--- src/rtl/jpeg_dequantizer_if.sv ---
// Coefficient stream, quant-table load port and dequantized output bundle.
// The master side feeds coefficients and table writes; the slave side is the dequantizer.
interface jpeg_dequantizer_if #(
  parameter int DW = 12,
  parameter int QW = 8,
  parameter int OW = 16
);
  logic                 ena;
  logic                 qnt_we;
  logic [5:0]           qnt_addr;
  logic [QW-1:0]        qnt_val;
  logic                 dstrb;
  logic                 din_valid;
  logic signed [DW-1:0] din;
  logic                 dout_valid;
  logic signed [OW-1:0] dout;
  logic                 douz;
  logic [5:0]           dout_idx;
  logic                 dout_sob;

  modport master (
    output ena, qnt_we, qnt_addr, qnt_val, dstrb, din_valid, din,
    input  dout_valid, dout, douz, dout_idx, dout_sob
  );

  modport slave (
    input  ena, qnt_we, qnt_addr, qnt_val, dstrb, din_valid, din,
    output dout_valid, dout, douz, dout_idx, dout_sob
  );
endinterface

--- src/rtl/jpeg_dequantizer.sv ---
// Multiplies zig-zag ordered coefficients by a loadable 64-entry quant table, saturating to OW bits.
// Latency 3 enabled cycles, one coefficient per enabled cycle; ena stalls every stage.
module jpeg_dequantizer #(
  parameter int DW = 12,
  parameter int QW = 8,
  parameter int OW = 16
) (
  input  logic                 clk,
  input  logic                 rst,
  jpeg_dequantizer_if.slave    bus
);
  localparam int PW = DW + QW + 1;

  logic [QW-1:0]        tbl_q [64];
  logic [5:0]           cnt_q, cnt_d, idx_d;

  logic [2:0]           spipe_q;
  logic signed [DW-1:0] din1_q;
  logic [5:0]           idx1_q, idx2_q, idx3_q;
  logic                 sob1_q, sob2_q, sob3_q;
  logic [QW-1:0]        q1_q;
  logic signed [PW-1:0] p2_q, p_d;
  logic signed [OW-1:0] dout_q, sat_d;
  logic                 douz_q;
  logic [PW-OW:0]       hi;

  // Table writes ignore ena; a same-cycle read sees the pre-write entry.
  always_ff @(posedge clk or negedge rst) begin
    if (!rst) begin
      for (int i = 0; i < 64; i++) tbl_q[i] <= QW'(1);
    end else if (bus.qnt_we) begin
      tbl_q[bus.qnt_addr] <= bus.qnt_val;
    end
  end

  always_comb begin
    idx_d = (bus.din_valid && bus.dstrb) ? 6'd0 : cnt_q;
    cnt_d = cnt_q;
    if (bus.ena && bus.din_valid) cnt_d = idx_d + 6'd1;
  end

  always_ff @(posedge clk or negedge rst) begin
    if (!rst) cnt_q <= '0;
    else      cnt_q <= cnt_d;
  end

  always_comb begin
    p_d = $signed({{(QW+1){din1_q[DW-1]}}, din1_q}) * $signed({{DW{1'b0}}, 1'b0, q1_q});
  end

  // Product fits in OW bits only when its top PW-OW+1 bits are all sign copies.
  always_comb begin
    hi    = p2_q[PW-1:OW-1];
    sat_d = p2_q[OW-1:0];
    if (!((&hi) || (~|hi))) begin
      sat_d = p2_q[PW-1] ? {1'b1, {(OW-1){1'b0}}} : {1'b0, {(OW-1){1'b1}}};
    end
  end

  always_ff @(posedge clk or negedge rst) begin
    if (!rst) begin
      spipe_q <= '0;
      din1_q  <= '0;
      idx1_q  <= '0;
      sob1_q  <= 1'b0;
      q1_q    <= '0;
      p2_q    <= '0;
      idx2_q  <= '0;
      sob2_q  <= 1'b0;
      dout_q  <= '0;
      douz_q  <= 1'b0;
      idx3_q  <= '0;
      sob3_q  <= 1'b0;
    end else if (bus.ena) begin
      spipe_q <= {spipe_q[1:0], bus.din_valid};
      din1_q  <= bus.din;
      idx1_q  <= idx_d;
      sob1_q  <= (idx_d == 6'd0);
      q1_q    <= tbl_q[idx_d];
      p2_q    <= p_d;
      idx2_q  <= idx1_q;
      sob2_q  <= sob1_q;
      dout_q  <= sat_d;
      douz_q  <= (sat_d == '0);
      idx3_q  <= idx2_q;
      sob3_q  <= sob2_q;
    end
  end

  assign bus.dout_valid = spipe_q[2];
  assign bus.dout       = dout_q;
  assign bus.douz       = douz_q;
  assign bus.dout_idx   = idx3_q;
  assign bus.dout_sob   = sob3_q;
endmodule

--- src/flat_wrapper.sv ---
// flat-port wrapper written by rule: the top's interface ports become plain ports
module jpeg_dequantizer_flat 
#(
  parameter int DW = 12,
  parameter int QW = 8,
  parameter int OW = 16
)
  (clk, rst, bus_ena, bus_qnt_we, bus_qnt_addr, bus_qnt_val, bus_dstrb, bus_din_valid, bus_din, bus_dout_valid, bus_dout, bus_douz, bus_dout_idx, bus_dout_sob);
  jpeg_dequantizer_if #(.DW(DW), .QW(QW), .OW(OW)) bus_i ();
  input  logic clk;
  input  logic rst;
  input wire logic [$bits(bus_i.ena)-1:0] bus_ena;
  input wire logic [$bits(bus_i.qnt_we)-1:0] bus_qnt_we;
  input wire logic [$bits(bus_i.qnt_addr)-1:0] bus_qnt_addr;
  input wire logic [$bits(bus_i.qnt_val)-1:0] bus_qnt_val;
  input wire logic [$bits(bus_i.dstrb)-1:0] bus_dstrb;
  input wire logic [$bits(bus_i.din_valid)-1:0] bus_din_valid;
  input wire logic [$bits(bus_i.din)-1:0] bus_din;
  output wire logic [$bits(bus_i.dout_valid)-1:0] bus_dout_valid;
  output wire logic [$bits(bus_i.dout)-1:0] bus_dout;
  output wire logic [$bits(bus_i.douz)-1:0] bus_douz;
  output wire logic [$bits(bus_i.dout_idx)-1:0] bus_dout_idx;
  output wire logic [$bits(bus_i.dout_sob)-1:0] bus_dout_sob;
  assign bus_i.ena = bus_ena;
  assign bus_i.qnt_we = bus_qnt_we;
  assign bus_i.qnt_addr = bus_qnt_addr;
  assign bus_i.qnt_val = bus_qnt_val;
  assign bus_i.dstrb = bus_dstrb;
  assign bus_i.din_valid = bus_din_valid;
  assign bus_i.din = bus_din;
  assign bus_dout_valid = bus_i.dout_valid;
  assign bus_dout = bus_i.dout;
  assign bus_douz = bus_i.douz;
  assign bus_dout_idx = bus_i.dout_idx;
  assign bus_dout_sob = bus_i.dout_sob;
  jpeg_dequantizer #(.DW(DW), .QW(QW), .OW(OW)) u_core (.clk(clk), .rst(rst), .bus(bus_i));
endmodule
--- config.mk ---
export PLATFORM = sky130hd
export DESIGN_NAME = jpeg_dequantizer_flat
export DESIGN_NICKNAME = d
export VERILOG_FILES = /design/src/rtl/jpeg_dequantizer_if.sv /design/src/rtl/jpeg_dequantizer.sv /design/src/flat_wrapper.sv
export SDC_FILE = /design/constraint.sdc
export NUM_CORES = 1
export LEC_CHECK = 0
export ABC_AREA = 1
export CAP_MARGIN = 10
export CORE_ASPECT_RATIO = 0.75
export CORE_MARGIN = 1
export CORE_UTILIZATION = 39
export CTS_CLUSTER_DIAMETER = 200
export DETAILED_ROUTE_END_ITERATION = 16
export GPL_TIMING_DRIVEN = 0
export SKIP_LAST_GASP = 1
export SYNTH_ARGS = -nofsm -noshare
export SYNTH_HDL_FRONTEND = slang
export SYNTH_SLANG_ARGS = --single-unit
export TNS_END_PERCENT = 5
--- constraint.sdc ---
create_clock -name clk -period 8.5 [get_ports clk]
set_input_delay 1.7 -clock clk [delete_from_list [all_inputs] [get_ports clk]]
set_output_delay 1.7 -clock clk [all_outputs]
set_load 0.05 [all_outputs]
Yosys cells after proc, flatten, opt, wreduce, memory -nomap -nowiden --
Cells that the tools add are included.
Storage, ports and cells: register bits 600, input port bits 32, output and inout bits 25
Operators by class: add/subtract/negate cells 1, $mul 1, magnitude comparators 3, muxes and demuxes 9, bitwise operators 2, reductions and logical operators 9
Operators by type and width (count):
- bitwise mux 512 bit | 1
- binary-select mux 8 bit (select 6 bit) | 1
- demux 8 bit (select 6 bit) | 1
- 2-to-1 mux 16 bit | 2
- 2-to-1 mux 8 bit | 3
- multiplier 12 x 9 -> 21 bit | 1
- logical NOT 16 bit | 1
- >= comparator 7 bit (second input constant) | 2
- inverter 6 -> 7 bit | 2
- less-than comparator 7 x 1 -> 1 bit (second input constant) | 1
- adder 6 x 1 -> 6 bit (second input constant) | 1
- logical NOT 6 bit | 1
- 2-to-1 mux 6 bit | 1
- AND reduction 6 bit | 1
- OR reduction 6 bit | 1
- logical AND 1 bit | 3
- logical NOT 1 bit | 1
- logical OR 1 bit | 1

Logic depth before layout (Yosys ltp) --
Gate-level depths: netlist (run 1).
word-level depth 6, gate-level depth with buffers 22, mapped depth without buffers 21

Worst setup path after synthesis (run 1) --
Ideal clock, no wire load.
kind register to register, start register u_core.din1_q[11], end register u_core.p2_q[20], setup time 118 ps, data arrival time 4192 ps, data required time 8382 ps, slack 4190 ps, cell stages (with the launch flop) 18, buffers on the path 1, period minus slack after synthesis 4310 ps, path through dfrtp_1 -> clkbuf_1 -> nand2_1 -> fa_1 -> inv_1 -> fa_1 -> fa_1 -> inv_1 -> fa_1 -> inv_1 -> ha_1 -> a21oi_1 -> o21ai_0 -> a21oi_1 -> nand2_1 -> or2_2 -> nand3_1 -> nand2_1
Between the ends: longest elaborated chain between the ends 1
RTL lines:
- start: declaration | RTL line jpeg_dequantizer.sv:18 | logic signed [DW-1:0] din1_q;
- start signal: assignment | RTL line jpeg_dequantizer.sv:76 | din1_q <= bus.din;
- multiplier 12 x 9 -> 21 bit | RTL line jpeg_dequantizer.sv:48 | p_d = $signed({{(QW+1){din1_q[DW-1]}}, din1_q}) * $signed({{DW{1'b0}}, 1'b0, q1_q});
- end signal: assignment | RTL line jpeg_dequantizer.sv:80 | p2_q <= p_d;
- end: declaration | RTL line jpeg_dequantizer.sv:22 | logic signed [PW-1:0] p2_q, p_d;
Every way passes these cells. A chain may end at the register's enable or synchronous reset.

Final worst setup path (run 1) --
start input port bus_dstrb, end register u_core.q1_q[4]
Between the ends: longest elaborated chain between the ends 6
RTL lines:
- start: declaration | RTL line flat_wrapper.sv:16 | input wire logic [$bits(bus_i.dstrb)-1:0] bus_dstrb;
- logical AND 1 bit | RTL line jpeg_dequantizer.sv:37 | idx_d = (bus.din_valid && bus.dstrb) ? 6'd0 : cnt_q;
- 2-to-1 mux 6 bit | RTL line jpeg_dequantizer.sv:37
- inverter 6 -> 7 bit (not written as such) | RTL line jpeg_dequantizer.sv:79 | q1_q <= tbl_q[idx_d];
- binary-select mux 8 bit (select 6 bit) | RTL line jpeg_dequantizer.sv:79
- 2-to-1 mux 8 bit (not written as such) (2 in a row) | RTL line jpeg_dequantizer.sv:79
- end signal: assignment | RTL line jpeg_dequantizer.sv:79
- end: declaration | RTL line jpeg_dequantizer.sv:21 | logic [QW-1:0] q1_q;
Every way passes these cells. The select of a mux whose other input is x is not followed.

==> reports/qor.txt, run 1 <==
Hold path depth = 2
Number of clock buffers inserted by TritonCTS = 67
Die span in y = 250 microns
Max Clock Skew = 33.0 ps
Worst-Skew Late Latency = 640 ps
Syn Area/Cell = 7.63 sq um
Sink of the worst hold path = u_core.idx2_q[0]
Core Util, Final = 45.0%
Mapped Area = 32100 sq um
Combinational share of power = 41.5%
Worst R2R Path Depth = 17
H-Tree Depth = 3
Slowest cell delay on critical path = 850 ps
Filler cell count = 8214
HPWL after DPL = 83600 microns
Startpoint Class = primary input
Final period util = 61.8%
Static leakage = 17.7 nW
Fin. Hold Viols = 0
DP Worst Slack = 2790 ps
Status = completed
Post-route ant nets = 0
Crit path DAT = 5750 ps
PortBufs = 52
Cell mode on critical path = nand2_1
Critical path, cell by cell = clkdlybuf4s50_1 -> nand2_2 -> nand2_1 -> clkbuf_1 -> buf_2 -> nor2_1 -> o21ai_0 -> a21oi_1 -> nor2_1 -> nand2_1 -> nand3_1 -> nand2_1 -> nand2_1 -> nand2_1
Gate Count Post-Synth = 4205
Slowest cell on the critical path = clkbuf_1
Hold_buf cts = 0
Slew @ Worst Pin = 1310 ps
Worst R2R Setup Slack = 3360 ps
Post-CTS resize count = 0
Gr usage total = 27.7%
DIE AREA = 83400 sq um
Pin count of the biggest net entering global routing = 113
Clock power share = 26.9%
Initial antenna violation count = 2
Yosys Warn Count = 0
Kind of end point of the critical path = flip-flop
Clock Tree Buf Depth = 3
Vias/cell = 5.32
Setup bufs post-CTS = 0
Max transition margin = 11.9%
Clock sinks = 600
Number of DRC markers in iteration 0 = 3599
P_sw = 4.75 mW
R2R Path Start = u_core.din1_q[11]
Worst IR Drop VDD = 244 uV
Synthesis-to-finish area growth = 13.7%
CP Buf/Inv Count = 3
Total gr overflow = 0
CP required = 9000 ps
CTS tree = yes
Max_cap viols = 0
Placer Congestion = 1.01
IO Pins = 57
Rows = 90
Core Area = 81000 sq um
Shortest period the worst path allows = 5250 ps
Sequential area share after synthesis = 47.1%
DRT Pass-1 Iters = 6
Synth Net Count = 4359
Nets = 4489
HP Start = u_core.idx2_q[0]
Pint = 6.74 mW
DR DRC count = 0
Setup Viol. Count Final = 0
First-pass GRT wire length = 173000 microns
Most common cell after layout, fill and taps aside = nand2_1
Root Buffer = clkbuf_16
Synthesized flop and latch total = 600
Vias = 29000
Critical path peak fanout = 10
Cell variety after synth = 35
Fmax = 190 MHz
Reg clk slew, reported paths = 60 ps
Pwr Total = 11.5 mW
FF-to-FF End = u_core.p2_q[20]
Max Slew Vio Count = 0
Setup_tns = 0 ps
Worst Hold Class = flip-flop to flip-flop
Die X-Extent = 333 microns
Post-Route WL = 114000 microns
Part of the power in registers = 31.6%
ANT cells = 0
Initial Util = 39.6%
Share of post-route cells with drive strength above 1 = 5.86%
Wire per inst = 21.0 microns
Vias in the first global route = 27200
P per Cell Area = 315 nW/um^2
Final worst-path setup slack = 3250 ps
Most frequent cells in the layout = 1297 x nand2_1, 627 x o21ai_0, 536 x dfrtp_1
Switching Fraction = 41.4%
CP Class = primary input to flip-flop
CP top delay family = buffers and inverters
RSZ-0062 raised after global routing = no
==> per-stage QoR <==
| stage | hold slack, ps | instance area [sq um] | std cells |
|---|---|---|---|
| 2_1_floorplan | 442 | 32100 | 4205 |
| 3_3_place_gp | 458 | 33900 | 5315 |
| 3_5_place_dp | 460 | 34200 | 5324 |
| 4_1_cts | 475 | 36500 | 5447 |
| 5_1_grt | 498 | 36500 | 5447 |
| 6_report | 474 | 36500 | 5447 |
==> tightest hold or removal path, cell delays in order (launching register included) <==
cell     delay [ps]
dfrtp_1         350
nand2_1          50
nand2_1          40
==> sequential cells by signal (all words and copies together) (netlist names) <==
| name | flops |
|---|---|
| u_core.bus.dout_sob | 1 |
| u_core.bus.dout | 16 |
| u_core.bus.douz | 1 |
| u_core.q1_q | 8 |
| u_core.cnt_q | 6 |
| u_core.sob2_q | 1 |
| u_core.tbl_q | 512 |
| u_core.idx1_q | 6 |
| u_core.p2_q | 21 |
| u_core.idx2_q | 6 |
| u_core.spipe_q | 3 |
| u_core.sob1_q | 1 |
| u_core.bus.dout_idx | 6 |
| u_core.din1_q | 12 |
==> power by group through the flow <==
stage               Sequential [mW]  Combinational [mW]  Clock, mW
global route                   3.69                5.35       3.23
global placement               3.69                4.61          0
floorplan                      3.74                3.04          0
finish                         3.63                4.76       3.09
CTS                            3.63                4.67       3.12
detailed placement             3.67                4.65          0
==> synth_stat cells, drive strengths merged <==
cell       n  share of area, %
xor2       4              0.11
nor3      14              0.39
a21oi     51              0.80
ha        44               1.7
nand2   1298                15
nand3b    34              0.80
dfstp     64               5.2
buf       60              0.89
inv      488               5.7
o21bai     2             0.047
clkbuf   204               2.4
or2        3             0.059
fa        78               4.9
o21ai    627               9.8
clkinv     3             0.035
nand4     11              0.21
o22ai      2             0.039
and2       1             0.020
o31ai      1             0.023
xnor2      9              0.25
nand3    326               5.1
o211ai     1             0.023
a21o       2             0.047
dfrtp    536                42
nor2     330               3.9
nor4       8              0.45
a31oi      4             0.078
==> final cells by class <==
type | count | area (sq um) | share of cell area (%)
Buffer | 264 | 1050 | 2.89
Clock buffer | 96 | 1980 | 5.43
Clock inverter | 27 | 332 | 0.909
Inverter | 491 | 1840 | 5.05
Multi-Input combinational cell | 2850 | 14100 | 38.7
Sequential cell | 600 | 15100 | 41.4
Tap cell | 1058 | 1320 | 3.63
Timing Repair Buffer | 61 | 732 | 2.01
==> kinds of logic (layout without fill, tap and decap cells) <==
logic type,after synthesis,after routing,synth area share [%]
adder cells (fa/ha/maj),122,122,6.59
AO/OA/AOI/OAI,690,690,10.8
flip-flops,600,600,47.1
AND/OR/NAND/NOR,2025,2025,26.1
XOR/XNOR,13,13,0.355
buffers and inverters,755,939,9.03
==> per-layer routing <==
| metal | global-route usage, % | wire length [microns] |
|---|---|---|
| met2 | 35.9 | 43400 |
| met4 | 8.08 | 3280 |
| met5 | 0 | 0 |
| met1 | 42.6 | 53800 |
| met3 | 9.60 | 13900 |
==> worst max-delay path by stage <==
stage,startpoint,endpoint,slack (ps),depth (start not counted)
finish,bus_dstrb,u_core.q1_q[4],3250,14
global route,u_core.din1_q[11],u_core.p2_q[20],3110,17
CTS,u_core.din1_q[11],u_core.p2_q[20],3380,17
detailed placement,bus_din_valid,u_core.q1_q[4],2790,14
global placement,rst,u_core.tbl_q[218],-22100,1
floorplan,u_core.din1_q[11],u_core.p2_q[20],4190,17
No activity file was read; power rests on OpenSTA's default activity.
==> inputs of run 2 (changes only) <==
Clock period 8.5 ns to 4.65 ns, I/O delays scaled along.
==> reports/qor.txt, run 2 (same netlist as run 1, synthesis figures left out) <==
Final worst-path setup slack = 90.8 ps (-3160 ps)
Worst IR Drop VDD = 456 uV (+87%)
DRT Pass-1 Iters = 6 (unchanged)
H-Tree Depth = 3 (unchanged)
DIE AREA = 83400 sq um (unchanged)
DP Worst Slack = -460 ps (-3250 ps)
Setup Viol. Count Final = 0 (unchanged)
CP Class = primary input to flip-flop
PortBufs = 52 (unchanged)
Post-Route WL = 115000 microns (+0.10%)
Vias in the first global route = 27200 (-0.018%)
IO Pins = 57 (unchanged)
Vias/cell = 5.34 (+0.37%)
Critical path peak fanout = 10 (unchanged)
Post-route ant nets = 0 (unchanged)
Initial antenna violation count = 2 (unchanged)
Vias = 29100 (+0.31%)
Max Clock Skew = 34.7 ps (+1.71 ps)
Max_cap viols = 0 (unchanged)
Die X-Extent = 333 microns (unchanged)
Wire per inst = 21.0 microns (+0.16%)
Max transition margin = 13.6% (+1.7 points)
Share of post-route cells with drive strength above 1 = 6.38% (+0.53 points)
Pwr Total = 21.1 mW (+84%)
Shortest period the worst path allows = 4560 ps
Gr usage total = 27.7% (about the same)
HPWL after DPL = 83600 microns (unchanged)
Filler cell count = 8206 (-0.097%)
Number of DRC markers in iteration 0 = 3581 (-0.50%)
Crit path DAT = 5060 ps (-690 ps)
Fin. Hold Viols = 0 (unchanged)
Design area = 36500 sq um (+0.20%)
First-pass GRT wire length = 173000 microns (about the same)
Synthesis-to-finish area growth = 13.9%
Max Slew Vio Count = 0 (unchanged)
Pin count of the biggest net entering global routing = 113 (unchanged)
Worst-Skew Late Latency = 640 ps (about the same)
Worst Hold Class = primary input to async pin
Kind of end point of the critical path = flip-flop
Biggest register = u_core.tbl_q
Total gr overflow = 0 (unchanged)
CTS tree = yes
Hold slack = 234 ps (-240 ps)
Rows = 90 (unchanged)
Dpl cell area = 34200 sq um (unchanged)
Startpoint Class = primary input
Setup_tns = 0 ps (unchanged)
RSZ-0062 raised after global routing = yes
Root Buffer = clkbuf_16
Initial Util = 39.6% (unchanged)
ANT cells = 0 (unchanged)
Clock Tree Buf Depth = 3 (unchanged)
Core Util, Final = 45.1% (+0.088 points)
Final period util = 98.0%
Final cell count without fillers = 5444 (-0.055%)
Number of clock buffers inserted by TritonCTS = 67 (unchanged)
Static leakage = 17.7 nW (+0.15%)
Reg clk slew, reported paths = 60 ps (about the same)
Placer Congestion = 1.01 (unchanged)
Fmax = 219 MHz
DR DRC count = 0 (unchanged)
Most frequent cells in the layout = 1297 x nand2_1, 626 x o21ai_0, 531 x dfrtp_1
Most common cell after layout, fill and taps aside = nand2_1
Placed insts = 5324 (unchanged)
Status = completed
Slew @ Worst Pin = 1290 ps (-24.8 ps)
CP required = 5150 ps (-3850 ps)
Number of flip-flops in the largest register = 512 (unchanged)
Nets = 4486 (-0.067%)
Core Area = 81000 sq um (unchanged)
Die span in y = 250 microns (unchanged)
P per Cell Area = 579 nW/um^2 (+84%)
Hold_buf cts = 0 (unchanged)
Clock sinks = 600 (unchanged)
## run 2: critical path: stages
cell	delay [ps]
clkdlybuf4s50_1	620
nand2_2	280
nand2_1	620
clkbuf_1	890
buf_2	510
nor2_1	60
o21ai_0	110
a21oi_1	220
nor2_1	360
nand2_1	90
nand3_1	80
nand2_1	120
nand2_1	90
nand2_1	60
## run 2: final timing paths
path,from,endpoint,slack (ps),cells past startpoint
min in group clk,u_core.idx2_q[0],u_core.idx2_q[0],470,2
min reg2reg,u_core.idx2_q[0],u_core.idx2_q[0],470,2
min,rst,u_core.bus.dout_idx[0],230,1
max in group asynchronous,rst,u_core.tbl_q[200],2160,5
max,bus_dstrb,u_core.q1_q[4],90,14
max reg2reg,u_core.q1_q[2],u_core.p2_q[20],210,17
## run 2: cell type report
cell class | instances | area, sq um | share of cell area, %
Sequential cell | 600 | 15100 | 41.3
Multi-Input combinational cell | 2850 | 14100 | 38.7
Clock buffer | 96 | 1980 | 5.42
Inverter | 491 | 1840 | 5.04
Tap cell | 1058 | 1320 | 3.62
Buffer | 256 | 1050 | 2.87
Timing Repair Buffer | 66 | 769 | 2.11
Clock inverter | 27 | 332 | 0.908
## run 2: where the power goes
group          internal [mW]  switching [mW]
combinational           2.92            5.91
sequential              6.17           0.505
clock                   3.32            2.32
## run 2: timing repair
action	CTS	global route
pin swaps	0	3
setup endpoints to repair	9	10
resized for setup	9	26
endpoints found under the hold margin	0	0
buffers inserted	0	5
## run 2: routing by layer
layer	part of all wire, %	GRT usage [%]	up-vias
li1	-	-	13400
met1	46	42.6	14000
met2	38	35.8	1401
met3	13	9.60	181
met4	2.9	8.08	0
met5	0	0	-
